## src/rtl/decode_unit_pkg.sv

```systemverilog
// Shared decode definitions for the Risky decode stage: instruction field layout,
// opcode constants, FSM states and opcode-class helpers.
package decode_unit_pkg;

   localparam int unsigned INSTRUCTION_SIZE  = 16;
   localparam int unsigned REG_ADDR_SIZE_DEF = 3;
   localparam int unsigned DATA_SIZE_DEF     = 32;

   localparam int unsigned OPC_LSB  = 12;
   localparam int unsigned DEST_LSB = 9;
   localparam int unsigned SRC0_LSB = 6;
   localparam int unsigned SRC1_LSB = 3;
   localparam int unsigned IMM_LSB  = 0;
   localparam int unsigned IMM_SIZE = 8;

   localparam logic [3:0] OPC_NOP   = 4'h0;
   localparam logic [3:0] OPC_LOADC = 4'h8;
   localparam logic [3:0] OPC_LOAD  = 4'h9;
   localparam logic [3:0] OPC_STORE = 4'hA;
   localparam logic [3:0] OPC_JMP   = 4'hB;
   localparam logic [3:0] OPC_JMPZ  = 4'hC;
   localparam logic [3:0] OPC_HALT  = 4'hF;

   typedef enum logic {ST_RUN, ST_HALTED} state_t;

   function automatic logic is_alu(input logic [3:0] op);
      return (op >= 4'h1) && (op <= 4'h7);
   endfunction

   function automatic logic reads_src0(input logic [3:0] op);
      return is_alu(op) || (op == OPC_LOAD) || (op == OPC_STORE) || (op == OPC_JMPZ);
   endfunction

   function automatic logic reads_src1(input logic [3:0] op);
      return is_alu(op) || (op == OPC_STORE);
   endfunction

   function automatic logic writes_dest(input logic [3:0] op);
      return is_alu(op) || (op == OPC_LOADC) || (op == OPC_LOAD);
   endfunction

endpackage

```

## src/rtl/decode_unit_hazard_detect.sv

```systemverilog
// Combinational RAW hazard detection for decode. With DECODE_FORWARD_EN only the
// load-use case stalls and writeback bypass selects are produced.
module hazard_detect
   import decode_unit_pkg::*;
#(
   parameter int unsigned REG_ADDR_SIZE = REG_ADDR_SIZE_DEF
) (
   input  logic [REG_ADDR_SIZE-1:0] src0,
   input  logic [REG_ADDR_SIZE-1:0] src1,
   input  logic                     rd0,
   input  logic                     rd1,
   input  logic [3:0]               opcode_out,
   input  logic [REG_ADDR_SIZE-1:0] dest_out,
   input  logic                     wb_en,
   input  logic [REG_ADDR_SIZE-1:0] wb_dest,
`ifdef DECODE_FORWARD_EN
   output logic                     fwd0,
   output logic                     fwd1,
`endif
   output logic                     stall
);

   logic hit_exec;
   logic hit_wb;

   assign hit_exec = (rd0 && (src0 == dest_out)) || (rd1 && (src1 == dest_out));
   assign hit_wb   = wb_en && ((rd0 && (src0 == wb_dest)) || (rd1 && (src1 == wb_dest)));

`ifdef DECODE_FORWARD_EN
   assign fwd0  = wb_en && (wb_dest == src0);
   assign fwd1  = wb_en && (wb_dest == src1);
   assign stall = (opcode_out == OPC_LOAD) && hit_exec;
`else
   // Without a bypass, the reg file still returns the pre-write value during writeback.
   assign stall = (writes_dest(opcode_out) && hit_exec) || hit_wb;
`endif

endmodule

```

## src/rtl/decode_unit.sv

```systemverilog
// Decode stage: reg-file read, hazard stall, HALT FSM and execute pipeline register.
// Optional writeback bypass enabled by defining DECODE_FORWARD_EN.
module decode_unit
   import decode_unit_pkg::*;
#(
   parameter int unsigned REG_ADDR_SIZE = REG_ADDR_SIZE_DEF,
   parameter int unsigned DATA_SIZE     = DATA_SIZE_DEF
) (
   input  logic                        clock,
   input  logic                        reset,
   input  logic [INSTRUCTION_SIZE-1:0] instruction,
   input  logic                        jump,
   output logic [REG_ADDR_SIZE-1:0]    rf_addr0,
   output logic [REG_ADDR_SIZE-1:0]    rf_addr1,
   input  logic [DATA_SIZE-1:0]        rf_data0,
   input  logic [DATA_SIZE-1:0]        rf_data1,
   input  logic                        wb_en,
   input  logic [REG_ADDR_SIZE-1:0]    wb_dest,
   input  logic [DATA_SIZE-1:0]        wb_data,
   output logic                        stall,
   output logic                        halt,
   output logic [3:0]                  opcode_out,
   output logic [REG_ADDR_SIZE-1:0]    dest_out,
   output logic [DATA_SIZE-1:0]        operand0_out,
   output logic [DATA_SIZE-1:0]        operand1_out
);

   logic [3:0]               op;
   logic [REG_ADDR_SIZE-1:0] dest;
   logic [IMM_SIZE-1:0]      imm;
   logic [DATA_SIZE-1:0]     opnd0, opnd1;
   logic                     hazard;
   state_t                   state, state_next;
   logic [3:0]               opcode_next;
   logic [REG_ADDR_SIZE-1:0] dest_next;
   logic [DATA_SIZE-1:0]     operand0_next, operand1_next;

   assign op       = instruction[OPC_LSB +: 4];
   assign dest     = instruction[DEST_LSB +: REG_ADDR_SIZE];
   assign imm      = instruction[IMM_LSB +: IMM_SIZE];
   assign rf_addr0 = instruction[SRC0_LSB +: REG_ADDR_SIZE];
   assign rf_addr1 = instruction[SRC1_LSB +: REG_ADDR_SIZE];

`ifdef DECODE_FORWARD_EN
   logic fwd0, fwd1;

   hazard_detect #(.REG_ADDR_SIZE(REG_ADDR_SIZE)) u_hazard (
      .src0(rf_addr0), .src1(rf_addr1),
      .rd0(reads_src0(op)), .rd1(reads_src1(op)),
      .opcode_out(opcode_out), .dest_out(dest_out),
      .wb_en(wb_en), .wb_dest(wb_dest),
      .fwd0(fwd0), .fwd1(fwd1),
      .stall(hazard)
   );

   assign opnd0 = fwd0 ? wb_data : rf_data0;
   assign opnd1 = fwd1 ? wb_data : rf_data1;
`else
   logic wb_data_unused;

   hazard_detect #(.REG_ADDR_SIZE(REG_ADDR_SIZE)) u_hazard (
      .src0(rf_addr0), .src1(rf_addr1),
      .rd0(reads_src0(op)), .rd1(reads_src1(op)),
      .opcode_out(opcode_out), .dest_out(dest_out),
      .wb_en(wb_en), .wb_dest(wb_dest),
      .stall(hazard)
   );

   assign opnd0          = rf_data0;
   assign opnd1          = rf_data1;
   assign wb_data_unused = ^wb_data;
`endif

   always_comb begin
      state_next    = state;
      opcode_next   = OPC_NOP;
      dest_next     = '0;
      operand0_next = '0;
      operand1_next = '0;
      stall         = 1'b0;
      // jump and HALTED both load a NOP and suppress the stall; a held bubble otherwise.
      if (state == ST_RUN && !jump) begin
         if (hazard) begin
            stall = !reset;
         end else begin
            case (op)
               4'h1, 4'h2, 4'h3, 4'h4, 4'h5, 4'h6, 4'h7: begin
                  opcode_next   = op;
                  dest_next     = dest;
                  operand0_next = opnd0;
                  operand1_next = opnd1;
               end
               OPC_LOADC: begin
                  opcode_next   = op;
                  dest_next     = dest;
                  operand1_next = {{(DATA_SIZE-IMM_SIZE){1'b0}}, imm};
               end
               OPC_LOAD: begin
                  opcode_next   = op;
                  dest_next     = dest;
                  operand0_next = opnd0;
               end
               OPC_STORE: begin
                  opcode_next   = op;
                  operand0_next = opnd0;
                  operand1_next = opnd1;
               end
               OPC_JMP: begin
                  opcode_next   = op;
                  operand1_next = {{(DATA_SIZE-IMM_SIZE){1'b0}}, imm};
               end
               OPC_JMPZ: begin
                  opcode_next   = op;
                  operand0_next = opnd0;
               end
               OPC_HALT: state_next = ST_HALTED;
               default: ;
            endcase
         end
      end
   end

   always_ff @(posedge clock or posedge reset) begin
      if (reset) begin
         state        <= ST_RUN;
         opcode_out   <= OPC_NOP;
         dest_out     <= '0;
         operand0_out <= '0;
         operand1_out <= '0;
      end else begin
         state        <= state_next;
         opcode_out   <= opcode_next;
         dest_out     <= dest_next;
         operand0_out <= operand0_next;
         operand1_out <= operand1_next;
      end
   end

   assign halt = (state == ST_HALTED);

endmodule
```

## config.mk

```make
export PLATFORM = sky130hd
export DESIGN_NAME = decode_unit
export DESIGN_NICKNAME = d
export VERILOG_FILES = /design/src/rtl/decode_unit_pkg.sv /design/src/rtl/decode_unit_hazard_detect.sv /design/src/rtl/decode_unit.sv
export SDC_FILE = /design/constraint.sdc
export NUM_CORES = 1
export LEC_CHECK = 0
export BUFFER_PORTS_ARGS = -buffer_cell sky130_fd_sc_hd__buf_2
export CAP_MARGIN = 20
export CORE_ASPECT_RATIO = 1.4
export CORE_UTILIZATION = 44
export DETAILED_ROUTE_END_ITERATION = 12
export PLACE_DENSITY_LB_ADDON = 0.25
export SKIP_CTS_REPAIR_TIMING = 1
export SLEW_MARGIN = 20
export SYNTH_ARGS = -nofsm -noshare
export SYNTH_HDL_FRONTEND = slang
export SYNTH_SLANG_ARGS = --single-unit
```

## constraint.sdc

```tcl
create_clock -name clock -period 3.1 [get_ports clock]
set_input_delay 0 -clock clock [delete_from_list [all_inputs] [get_ports clock]]
set_output_delay 0 -clock clock [all_outputs]
set_load 0.05 [all_outputs]
```

# Word level (Yosys, flattened, before mapping)
# Cells that the tools add are included.
[totals] mem_bits_ro=0 mem_bits_rw=0 n_memories=0 inputBits=119 latch_bits=0 word_cells=70 ff_bits=72 output_inout_bits=79
[classes] shift=0 div=0 n_eq_ne=19 n_bitwise=2 mux=14 n_lt_le_gt_ge=4 reduce_logical=26 addsub=0 n_mul=0
[op_table] cell="$mux W32" count=5
[op_table] cell="$pmux W32 S2" count=1
[op_table] cell="$eq A4 B4 Y1 const B" count=8
[op_table] cell="$eq A4 B3 Y1 const B" count=4
[op_table] cell="$eq A3 B3 Y1" count=4
[op_table] cell="$mux W4" count=3
[op_table] cell="$reduce_or A12 Y1" count=1
[op_table] cell="$reduce_or A10 Y1" count=1
[op_table] cell="$logic_and A1 B1 Y1" count=9
[op_table] cell="$logic_or A1 B1 Y1" count=9
[op_table] cell="$mux W3" count=3
[op_table] cell="$reduce_or A9 Y1" count=1
[op_table] cell="$eq A4 B2 Y1 const B" count=2
[op_table] cell="$ge A4 B1 Y1 const B" count=2
[op_table] cell="$le A4 B3 Y1 const B" count=2
[op_table] cell="$reduce_or A8 Y1" count=1
[op_table] cell="$eq A4 B1 Y1 const B" count=1
[op_table] cell="$reduce_and A3 Y1" count=1
[op_table] cell="$logic_not A1 Y1" count=2
[op_table] cell="$mux W1" count=2
[op_table] cell="$not A1 Y1" count=2
[op_table] cell="$reduce_or A2 Y1" count=1

# Logic depth before layout (Yosys ltp)
# Gate-level depths: netlist of the first run.
[logic_depth] depth_word=11 ltp_mapped=7 depth_no_buf=5

# Modules after synthesis
# A second synthesis of the first run with hierarchy kept.
[unflattened] hier_cells=223 hier_area_um2=2750.1
[by_module_without_submodules] mod="decode_unit" cells_per_inst=202 n_inst=1 area_each_um2=2590.0
[by_module_without_submodules] mod="hazard_detect" cells_per_inst=21 n_inst=1 area_each_um2=160.2

# Least setup slack after synthesis of the first run
# OpenSTA, ideal clock, no wires.
[synth_timing] path_type="reg2out" start="reg dest_out[0]" end="out stall" setup_slack_ps=366 path_stages_with_launch=6 arrival_time_ps=2734 cell_sequence="dfrtp_1 xor2_1 nor3_1 a22o_1 a21oi_1 nor4_1"
[synth_between] elab_chain_len=7 elab_cells_between_ends=9
[synth_rtl] element="start: declaration" line="decode_unit.sv:23" source="output logic [REG_ADDR_SIZE-1:0] dest_out,"
[synth_rtl] element="start signal: assignment" line="decode_unit.sv:133" source="dest_out <= dest_next;"
[synth_rtl] element="$eq A3 B3 Y1" line="decode_unit_hazard_detect.sv:26" source="assign hit_exec = (rd0 && (src0 == dest_out)) || (rd1 && (src1 == dest_out));"
[synth_rtl] element="$logic_and A1 B1 Y1" line="decode_unit_hazard_detect.sv:26"
[synth_rtl] element="$logic_or A1 B1 Y1 (*)" line="decode_unit_hazard_detect.sv:26"
[synth_rtl] element="$logic_and A1 B1 Y1 (*)" line="decode_unit_hazard_detect.sv:35" source="assign stall = (writes_dest(opcode_out) && hit_exec) || hit_wb;"
[synth_rtl] element="$logic_or A1 B1 Y1 (*)" line="decode_unit_hazard_detect.sv:35"
[synth_rtl] element="$mux W1 (*)" line="decode_unit.sv:83" source="if (hazard) begin"
[synth_rtl] element="$mux W1 (*)" line="decode_unit.sv:82" source="if (state == ST_RUN && !jump) begin"
[synth_rtl] element="end: declaration" line="decode_unit.sv:20" source="output logic stall,"
# Every way passes the cells marked *; elsewhere a longest branch is shown, timed or not.

# Worst setup path in the final report of the first run
[layout_timing] start="reg dest_out[1]" end="reg operand0_out[12]"
[layout_between] elab_chain_len=7 elab_cells_between_ends=9
[layout_rtl] element="$eq A3 B3 Y1" line="decode_unit_hazard_detect.sv:26"
[layout_rtl] element="$logic_and A1 B1 Y1" line="decode_unit_hazard_detect.sv:26"
[layout_rtl] element="$logic_or A1 B1 Y1 (*)" line="decode_unit_hazard_detect.sv:26"
[layout_rtl] element="$logic_and A1 B1 Y1 (*)" line="decode_unit_hazard_detect.sv:35"
[layout_rtl] element="$logic_or A1 B1 Y1 (*)" line="decode_unit_hazard_detect.sv:35"
[layout_rtl] element="$mux W32 (*)" line="decode_unit.sv:83"
[layout_rtl] element="$mux W32 (*)" line="decode_unit.sv:82"
[layout_rtl] element="net operand0_next[12]" line="decode_unit.sv:36" source="logic [DATA_SIZE-1:0] operand0_next, operand1_next;"
[layout_rtl] element="end signal: assignment" line="decode_unit.sv:134" source="operand0_out <= operand0_next;"
[layout_rtl] element="end: declaration" line="decode_unit.sv:24" source="output logic [DATA_SIZE-1:0] operand0_out,"
# The timed path passes the listed nets; every way through them passes the cells marked *.
# A chain may end at the register's enable or synchronous reset.

==> results of run 1 <==
==> worst max-delay path by stage <==
| stage | startpoint | end | slack [ps] | depth (start not counted) |
|---|---|---|---|---|
| global route | dest_out[1]$_DFF_PP0_ | stall | 1010 | 6 |
| floorplan | dest_out[0]$_DFF_PP0_ | stall | 370 | 5 |
| finish | dest_out[1]$_DFF_PP0_ | operand0_out[12]$_DFF_PP0_ | 1130 | 6 |
| CTS | dest_out[0]$_DFF_PP0_ | stall | 1150 | 6 |
| global placement | instruction[14] | opcode_out[2]$_DFF_PP0_ | 1190 | 8 |
| detailed placement | instruction[14] | operand0_out[3]$_DFF_PP0_ | 1120 | 8 |
==> Yosys cell counts (all sizes together), types with 2 or more instances <==
master / number / area share
xor2: 9 / 0.028
nor4: 2 / 0.0045
o21ai: 2 / 0.0036
dfrtp: 72 / 0.64
nor2b: 8 / 0.018
xnor2: 4 / 0.013
clkbuf: 6 / 0.0080
a21oi: 2 / 0.0049
nor3: 3 / 0.0094
mux2i: 2 / 0.0071
buf: 17 / 0.055
a22oi: 8 / 0.021
nor2: 5 / 0.0067
and3: 63 / 0.14
==> metrics by stage <==
stage,instances,hold WS [ps],utilization,cell area [sq um],setup WS [ps]
detailed placement,434,86.2,0.582,3590,1120
floorplan,214,96.1,-,2800,366
global placement,434,84.6,0.582,3590,1190
finish,519,-32.5,0.735,4530,1130
CTS,449,-285,0.621,3830,1150
global route,519,2.07,0.735,4530,1010
==> routing by layer <==
layer	global-route usage	part of all wire	routed length, um
met3	0.0394	0.046	353
met4	0.0918	0.018	139
met5	0	0	0
met2	0.350	0.55	4230
met1	0.236	0.38	2940
==> power breakdown <==
part,total (uW),internal (uW),switching [uW]
sequential,991,977,13.7
combinational,485,180,305
clock,884,554,330
total,2360,1710,649
==> worst register-to-register path: stages, from the launching register on <==
cell       delay (ps)
dfrtp_1           410
xor2_1            180
nor3_1             70
a22o_1            280
a2111oi_4         320
buf_4             380
and3_1            250
==> final cells by class <==
cell class | count | area (sq um) | share of cell area
clock buffers | 10 | 138 | 0.0304
clock inverters | 5 | 104 | 0.0229
multi-input cells | 118 | 826 | 0.182
inverters | 1 | 3.75 | 0.000828
repair buffers | 241 | 1570 | 0.347
flip-flops and latches | 72 | 1800 | 0.397
well taps | 72 | 90.1 | 0.0199
==> state kept, by name (all words and copies together), names as in the netlist <==
register and cells:
opcode_out 4, dest_out 3, operand0_out 32, operand1_out 32
halt 1
==> cells by family (layout without fill, tap and decap cells) <==
group	count (synthesis)	in the layout	synth area share
and+or+nand+nor	85	85	0.188
adders and majority gates	1	1	0.00357
DFF	72	72	0.643
buffers and inverters	24	257	0.0648
AOI/OAI and AO/OA	17	17	0.0523
xor gates and xnor gates	13	13	0.0406
muxes	2	2	0.00715
==> results.json, run 1 <==
{
  "outcome": "complete, but fails checks",
  "violations": "negative hold slack",
  "final_common_cell": "buf_2",
  "synth_nets": 333,
  "path_clk_slew_ps": 80,
  "crit_path_end_kind": "flop",
  "ir_worst_vdd_mv": 0.369,
  "holdPathStages": 3,
  "clock_latency_ps": 330,
  "start_util": 0.454,
  "crit_type": "flop to flop",
  "drv_slew": 0,
  "h-tree-depth": 3,
  "total_power_uw": 2360,
  "ant_nets": 0,
  "syn_to_final_growth_pct": 61.9,
  "routed_wl_mm": 7.67,
  "viasPerCell": 4.79,
  "nNetsFinal": 562,
  "r2r_slack_ps": 1130,
  "die_h_um": 96.4,
  "post-route-period-util": 0.634,
  "rsz0062_at_grt": "no",
  "antenna_cells": 0,
  "core_area_sq_um": 6170,
  "final-hold-violation-count": 1,
  "io_pins": 198,
  "hold_slack_ps": -32.5,
  "crit_family": "compound AO/OA/AOI/OAI gates",
  "dp_hpwl_mm": 4.73,
  "fin_crit_ps": 1970,
  "dieArea_sq_um": 6690,
  "finalSetupViolations": 0,
  "root_buffer": "clkbuf_8",
  "wl_per_cell_um": 14.8,
  "ys_seq_area_frac": 0.643,
  "worstPathMaxFanout": 43,
  "max_clock_freq_mhz": 509,
  "antenna_found_initial": 0,
  "synth_area_per_cell_sq_um": 13.1,
  "p_per_area_nw_per_um2": 520,
  "synth-edff-count": 0,
  "drive_gt1_frac": 0.432,
  "grt_max_degree": 44,
  "tns_ps": 0,
  "crit_chain": "xor2_1 > nor3_1 > a22o_1 > a2111oi_4 > buf_4 > and3_1",
  "worstPathArrival_ps": 2230,
  "num_rows": 34,
  "synth_cells": 214,
  "worstPathBufferInverterCount": 1,
  "portBuffers": 165,
  "overflow": 0,
  "clock-sinks": 72,
  "slowest_stage": "dfrtp_1",
  "hp-start": "instruction[1]",
  "gp_congestion": 0.792,
  "num-fill-cells": 432,
  "ctsLongestPathBuffers": 2,
  "tritoncts": "done",
  "synth_area_sq_um": 2800,
  "async_flop_share": 1.00,
  "max_stage_delay_ps": 410,
  "hold_end": "operand1_out[1]$_DFF_PP0_",
  "worst_setup_path_start_kind": "flop",
  "synth_warnings": 0,
  "die_w_um": 69.4,
  "num_vias": 2486,
  "track_usage": 0.199,
  "dr.pass1.iters": 4,
  "final_cell_mix": "buf_2, dfrtp_1, dlygate4sd3_1",
  "cts_buffers": 9,
  "timing.rr.start": "dest_out[1]$_DFF_PP0_",
  "drv_cap": 0,
  "ys_ff_latch": 72,
  "finalClockSkew_ps": 12.4,
  "worstPathRequired_ps": 3360,
  "drt-initial-drc-count": 137,
  "synth_ff_type": "dfrtp_1",
  "tightest_slew_ps": 552,
  "drc": 0,
  "rr_worst_depth": 6,
  "hold_class": "input pin to flop",
  "p_leak_uw": 0.00273,
  "ys_types": 29,
  "maxSlewHeadroom": 0.631,
  "worstReg2RegEnd": "operand0_out[12]$_DFF_PP0_",
  "grt_pass1_wl_mm": 10.0,
  "grt_pass1_vias": 1997
}
Power figures use the tool's default switching activity.
==> run 2, diff against run 1 <==
- ABC_AREA: default -> 1
- CORE_UTILIZATION: 44 -> 38
- clock period: 3.1 -> 1.8 ns (I/O delays scaled with it)
==> run 2 against run 1 <==
Net effect: the flow still finishes with violations (negative hold slack); global-route usage decreased by 1.8 points; synthesized cell count grew 55%; core utilization is 10 points lower; highest routed layer unchanged; final cell count grew 27%; sequential power rose by 63%; routed wire length rose by 4.9%; critical path depth increased by 4; largest power group unchanged; hold slack improved by 15 ps; flip-flop and latch count stayed put; sequential share of layout area shrank 1.2 points; non-clock buffer count decreased by 7; setup slack got worse by 1000 ps.
==> results.json, run 2 <==
{
  "outcome": "complete, but fails checks",
  "violations": "negative hold slack",
  "seqPwrFrac": 0.465,
  "synthMuxAreaShare": 0,
  "grt_max_degree": 56,
  "num_vias": 2849,
  "h-tree-depth": 3,
  "yosysMostFrequentCell": "nand2_1",
  "synth_ff_type": "dfrtp_1",
  "worstReg2RegEnd": "operand0_out[28]$_DFF_PP0_",
  "post-synth-top-area-cell": "dfrtp_1",
  "synth_fa_ha_area_frac": 0,
  "worstPathArrival_ps": 1700,
  "synth_xor_area_frac": 0.0238,
  "synth_top_family_by_area": "simple AND/OR/NAND/NOR gates",
  "portBuffers": 165,
  "synth_top_area_share": 0.611,
  "worstPathRequired_ps": 1800,
  "dr.pass1.iters": 4,
  "die_w_um": 76.4,
  "timing.rr.start": "dest_out[0]$_DFF_PP0_",
  "antenna_found_initial": 0,
  "path_clk_slew_ps": 70,
  "rr_worst_depth": 11,
  "synth_compound_area_frac": 0.0272,
  "synth_nets": 450,
  "cts_buffers": 9,
  "num-fill-cells": 653,
  "syn_to_final_growth_pct": 58.9,
  "tightest_slew_ps": 853,
  "crit_end": "stall",
  "root_buffer": "clkbuf_8",
  "drc": 0,
  "r2r_slack_ps": 300,
  "synth.area.top_cells": "dfrtp_1, nand2_1, nor2_1",
  "pwr-share-clk": 0.407,
  "dp_hpwl_mm": 5.17,
  "p_per_area_nw_per_um2": 742,
  "drv_slew": 0,
  "track_usage": 0.181,
  "overflow": 0,
  "crit_path_end_kind": "output port",
  "worstPathMaxFanout": 6,
  "num_rows": 37,
  "synth_area_sq_um": 2950,
  "wl_per_cell_um": 12.2,
  "nNetsFinal": 676,
  "post-route-period-util": 0.947,
  "routed_wl_mm": 8.04,
  "ctsLongestPathBuffers": 2,
  "final_common_cell": "buf_2",
  "finalClockSkew_ps": 6.75,
  "ys_types": 18,
  "final_cell_mix": "buf_2, nand2_1, nor2_1",
  "dieArea_sq_um": 8120,
  "gp_congestion": 0.761,
  "drive_gt1_frac": 0.342,
  "synth_warnings": 0,
  "hold_class": "input pin to flop",
  "combPwrFrac": 0.127,
  "viasPerCell": 4.32,
  "synth_cells": 331,
  "synth-edff-count": 0,
  "tritoncts": "done",
  "drt-initial-drc-count": 195,
  "ant_nets": 0,
  "die_h_um": 106,
  "max_clock_freq_mhz": 587,
  "hp-start": "rf_data1[5]",
  "largestRegisters": "operand0_out x32, operand1_out x32, opcode_out x4",
  "synth_area_per_cell_sq_um": 8.90,
  "drv_cap": 0,
  "fin_ws_ps": 95.3,
  "switching_share": 0.236,
  "final-hold-violation-count": 8,
  "maxSlewHeadroom": 0.425,
  "p_leak_uw": 0.00271,
  "async_flop_share": 1.00,
  "crit_type": "input pin to output port",
  "hold_slack_ps": -17.7,
  "ys_seq_area_frac": 0.611,
  "ys_ff_latch": 72,
  "synth_common_cells": "nand2_1, nor2_1, dfrtp_1",
  "finalSetupViolations": 0,
  "grt_pass1_wl_mm": 11.2,
  "antenna_cells": 0,
  "ir_worst_vdd_mv": 0.532,
  "grt_pass1_vias": 2332,
  "post-place-ws_ps": 299,
  "core_area_sq_um": 7410,
  "synth_simple_gate_area_frac": 0.252,
  "switchingPower_uw": 819,
  "start_util": 0.398,
  "io_pins": 198,
  "clock-sinks": 72,
  "fin_crit_ps": 1700,
  "p_int_uw": 2650,
  "startpoint": "instruction[13]",
  "worst_setup_path_start_kind": "input pin",
  "clock_latency_ps": 350
}
run 2: cell families after synthesis:
| group | after synthesis |
|---|---|
| buffers and inverters | 47 |
| and+or+nand+nor | 188 |
| AOI/OAI and AO/OA | 16 |
| xor gates and xnor gates | 8 |
| DFF | 72 |
run 2: stage by stage:
step / total power, uW / TNS (ps) / area (sq um) / utilization / cells
3_5_place_dp: 1980 / 0 / 3820 / 0.515 / 579
6_report: 3470 / 0 / 4680 / 0.632 / 659
2_1_floorplan: 1840 / 0 / 2950 / - / 331
3_3_place_gp: 1980 / 0 / 3820 / 0.515 / 579
5_1_grt: 3620 / -10.1 / 4680 / 0.632 / 659
4_1_cts: 3410 / 0 / 4040 / 0.545 / 595
run 2: worst min path at each step:
stage	cells after the start	slack, ps	end
2_1_floorplan	2	120	dest_out[0]$_DFF_PP0_
3_3_place_gp	2	30	operand0_out[9]$_DFF_PP0_
3_5_place_dp	2	30	operand0_out[13]$_DFF_PP0_
4_1_cts	2	-360	operand0_out[12]$_DFF_PP0_
5_1_grt	5	4	operand1_out[7]$_DFF_PP0_
6_report	5	-20	operand1_out[5]$_DFF_PP0_
run 2: per-layer routing:
metal	wire, um	global-route usage
met1	3090	0.198
met2	4410	0.325
met3	406	0.0412
met4	133	0.0948
met5	0	0
run 2: cell type report:
type / instances / area [sq um] / area share
clock buffers: 11 / 141 / 0.0302
repair buffers: 234 / 1530 / 0.327
inverters: 28 / 109 / 0.0233
multi-input cells: 212 / 897 / 0.192
well taps: 97 / 121 / 0.0259
flip-flops and latches: 72 / 1800 / 0.385
clock inverters: 5 / 78.8 / 0.0168
run 2: worst max-delay path, stage by stage:
cell and delay, ps:
dlygate4sd3_1 530, buf_2 160, nor2_2 190, nand3_1 110
nand3_2 110, nand2_1 60, nand2_1 70, nand2_2 90
a21oi_2 160, buf_4 210
run 2: power groups by stage:
| stage | Sequential (uW) | Clock [uW] | Combinational, uW |
|---|---|---|---|
| final | 1620 | 1410 | 442 |
| after global routing | 1620 | 1510 | 494 |
| after CTS | 1620 | 1450 | 335 |
| after detailed placement | 1650 | 0 | 333 |
| after global placement | 1650 | 0 | 328 |
| after floorplan | 1650 | 0 | 189 |
==> run 3, diff against run 2 <==
- CORE_UTILIZATION: 38 -> 45
- clock period: 1.8 -> 2.07 ns (I/O delays scaled with it)
==> run 3 against run 2 <==
Net effect: the flow still finishes with violations (negative hold slack); setup slack improved by 180 ps; die area decreased by 15%; design area down 0.96%; core utilization up 11 points; hold slack worse by 28 ps; clock-buffer cell count stayed put; largest power group unchanged.
==> results.json, run 3 (same netlist as run 2, synthesis figures left out) <==
{
  "core_area_sq_um": 6250,
  "post-place-ws_ps": 470,
  "nNetsFinal": 674,
  "utilization": 0.741,
  "die_w_um": 70.4,
  "final-hold-violation-count": 39,
  "crit_path_end_kind": "output port",
  "syn_to_final_growth_pct": 57.3,
  "final_cell_mix": "buf_2, nand2_1, nor2_1",
  "rsz0062_at_grt": "no",
  "post-route-period-util": 0.865,
  "worstPathRequired_ps": 2070,
  "final_common_cell": "buf_2",
  "tns_ps": 0,
  "die_h_um": 97.7,
  "h-tree-depth": 3,
  "ctsLongestPathBuffers": 2,
  "clock-sinks": 72,
  "num_vias": 2930,
  "worstPathArrival_ps": 1790,
  "grt_max_degree": 73,
  "ant_nets": 0,
  "antenna_cells": 0,
  "p_leak_uw": 0.00270,
  "fin_crit_ps": 1790,
  "largestRegisters": "operand0_out x32, operand1_out x32, opcode_out x4",
  "drc": 0,
  "gp_congestion": 0.866,
  "cts_buffers": 9,
  "stdcell_area_sq_um": 4640,
  "portBuffers": 165,
  "grt_pass1_wl_mm": 11.0,
  "tightest_slew_ps": 898,
  "wl_per_cell_um": 13.5,
  "worstPathMaxFanout": 6,
  "ir_worst_vdd_mv": 0.514,
  "dp_hpwl_mm": 4.99,
  "crit_type": "input pin to output port",
  "track_usage": 0.208,
  "p_per_area_nw_per_um2": 675,
  "violations": "negative hold slack",
  "outcome": "complete, but fails checks",
  "drv_slew": 0,
  "fin_ws_ps": 279,
  "grt_pass1_vias": 2429,
  "place_area_sq_um": 3770,
  "root_buffer": "clkbuf_8",
  "antenna_found_initial": 0,
  "io_pins": 198,
  "drv_cap": 0,
  "dr.pass1.iters": 4,
  "max_clock_freq_mhz": 558,
  "drt-initial-drc-count": 143,
  "start_util": 0.471,
  "clock_latency_ps": 340,
  "dieArea_sq_um": 6880,
  "viasPerCell": 4.64,
  "hold_class": "input pin to async pin",
  "finalClockSkew_ps": 8.15,
  "num-fill-cells": 448,
  "finalSetupViolations": 0,
  "num_rows": 34,
  "drive_gt1_frac": 0.341,
  "overflow": 0,
  "tritoncts": "done",
  "maxSlewHeadroom": 0.402,
  "routed_wl_mm": 8.50,
  "hold_slack_ps": -45.3,
  "worst_setup_path_start_kind": "input pin",
  "path_clk_slew_ps": 70
}
## run 3: changes by cell type in the layout (fill, tap and decap cells not counted), sizes merged
cell	before	now
bufinv	2	3
inv	28	27
dlygate4sd3	64	62
## run 3: worst max-delay path: stages
cell           delay (ps)
dlygate4sd3_1         530
buf_2                 160
nor2_2                170
nand3_1               120
nand3_2               110
nand2_1                60
nand2_1                80
nand2_2                80
a21oi_1               180
buf_2                 290
## run 3: worst paths after layout
check                      depth (start not counted)                          to                   from  slack (ps)
min                                                3            halt$_DFFE_PP0P_                  reset         -50
min in group clock                                 5   operand1_out[0]$_DFF_PP0_         instruction[0]         -10
max in group asynchronous                          3  operand1_out[21]$_DFF_PP0_                  reset        1510
max                                               10                       stall        instruction[13]         280
max reg2reg                                       11  operand0_out[20]$_DFF_PP0_  dest_out[0]$_DFF_PP0_         460
min reg2reg                                        2            halt$_DFFE_PP0P_       halt$_DFFE_PP0P_         500
## run 3: routing by layer
metal  global-route usage  share of wire
met2                0.355           0.56
met3               0.0475          0.047
met4                0.115          0.033
met1                0.239           0.36
met5                    0              0
## run 3: area by class of cell
class,count,area (sq um),area share
Sequential cell,72,1800,0.389
Timing Repair Buffer,232,1500,0.323
Multi-Input combinational cell,212,893,0.193
Clock buffer,11,141,0.0305
Inverter,28,109,0.0235
Clock inverter,5,104,0.0224
Tap cell,72,90.1,0.0194
## run 3: power by group
group,switching (uW),internal [uW],total [uW]
combinational,196,185,381
sequential,0,1410,1410
clock,508,834,1340
## run 3: stage by stage
stage          std cells  power (uW)
3_3_place_gp         554        1710
6_report             632        3130
2_1_floorplan        331        1600
5_1_grt              632        3250
4_1_cts              570        3060
3_5_place_dp         554        1720
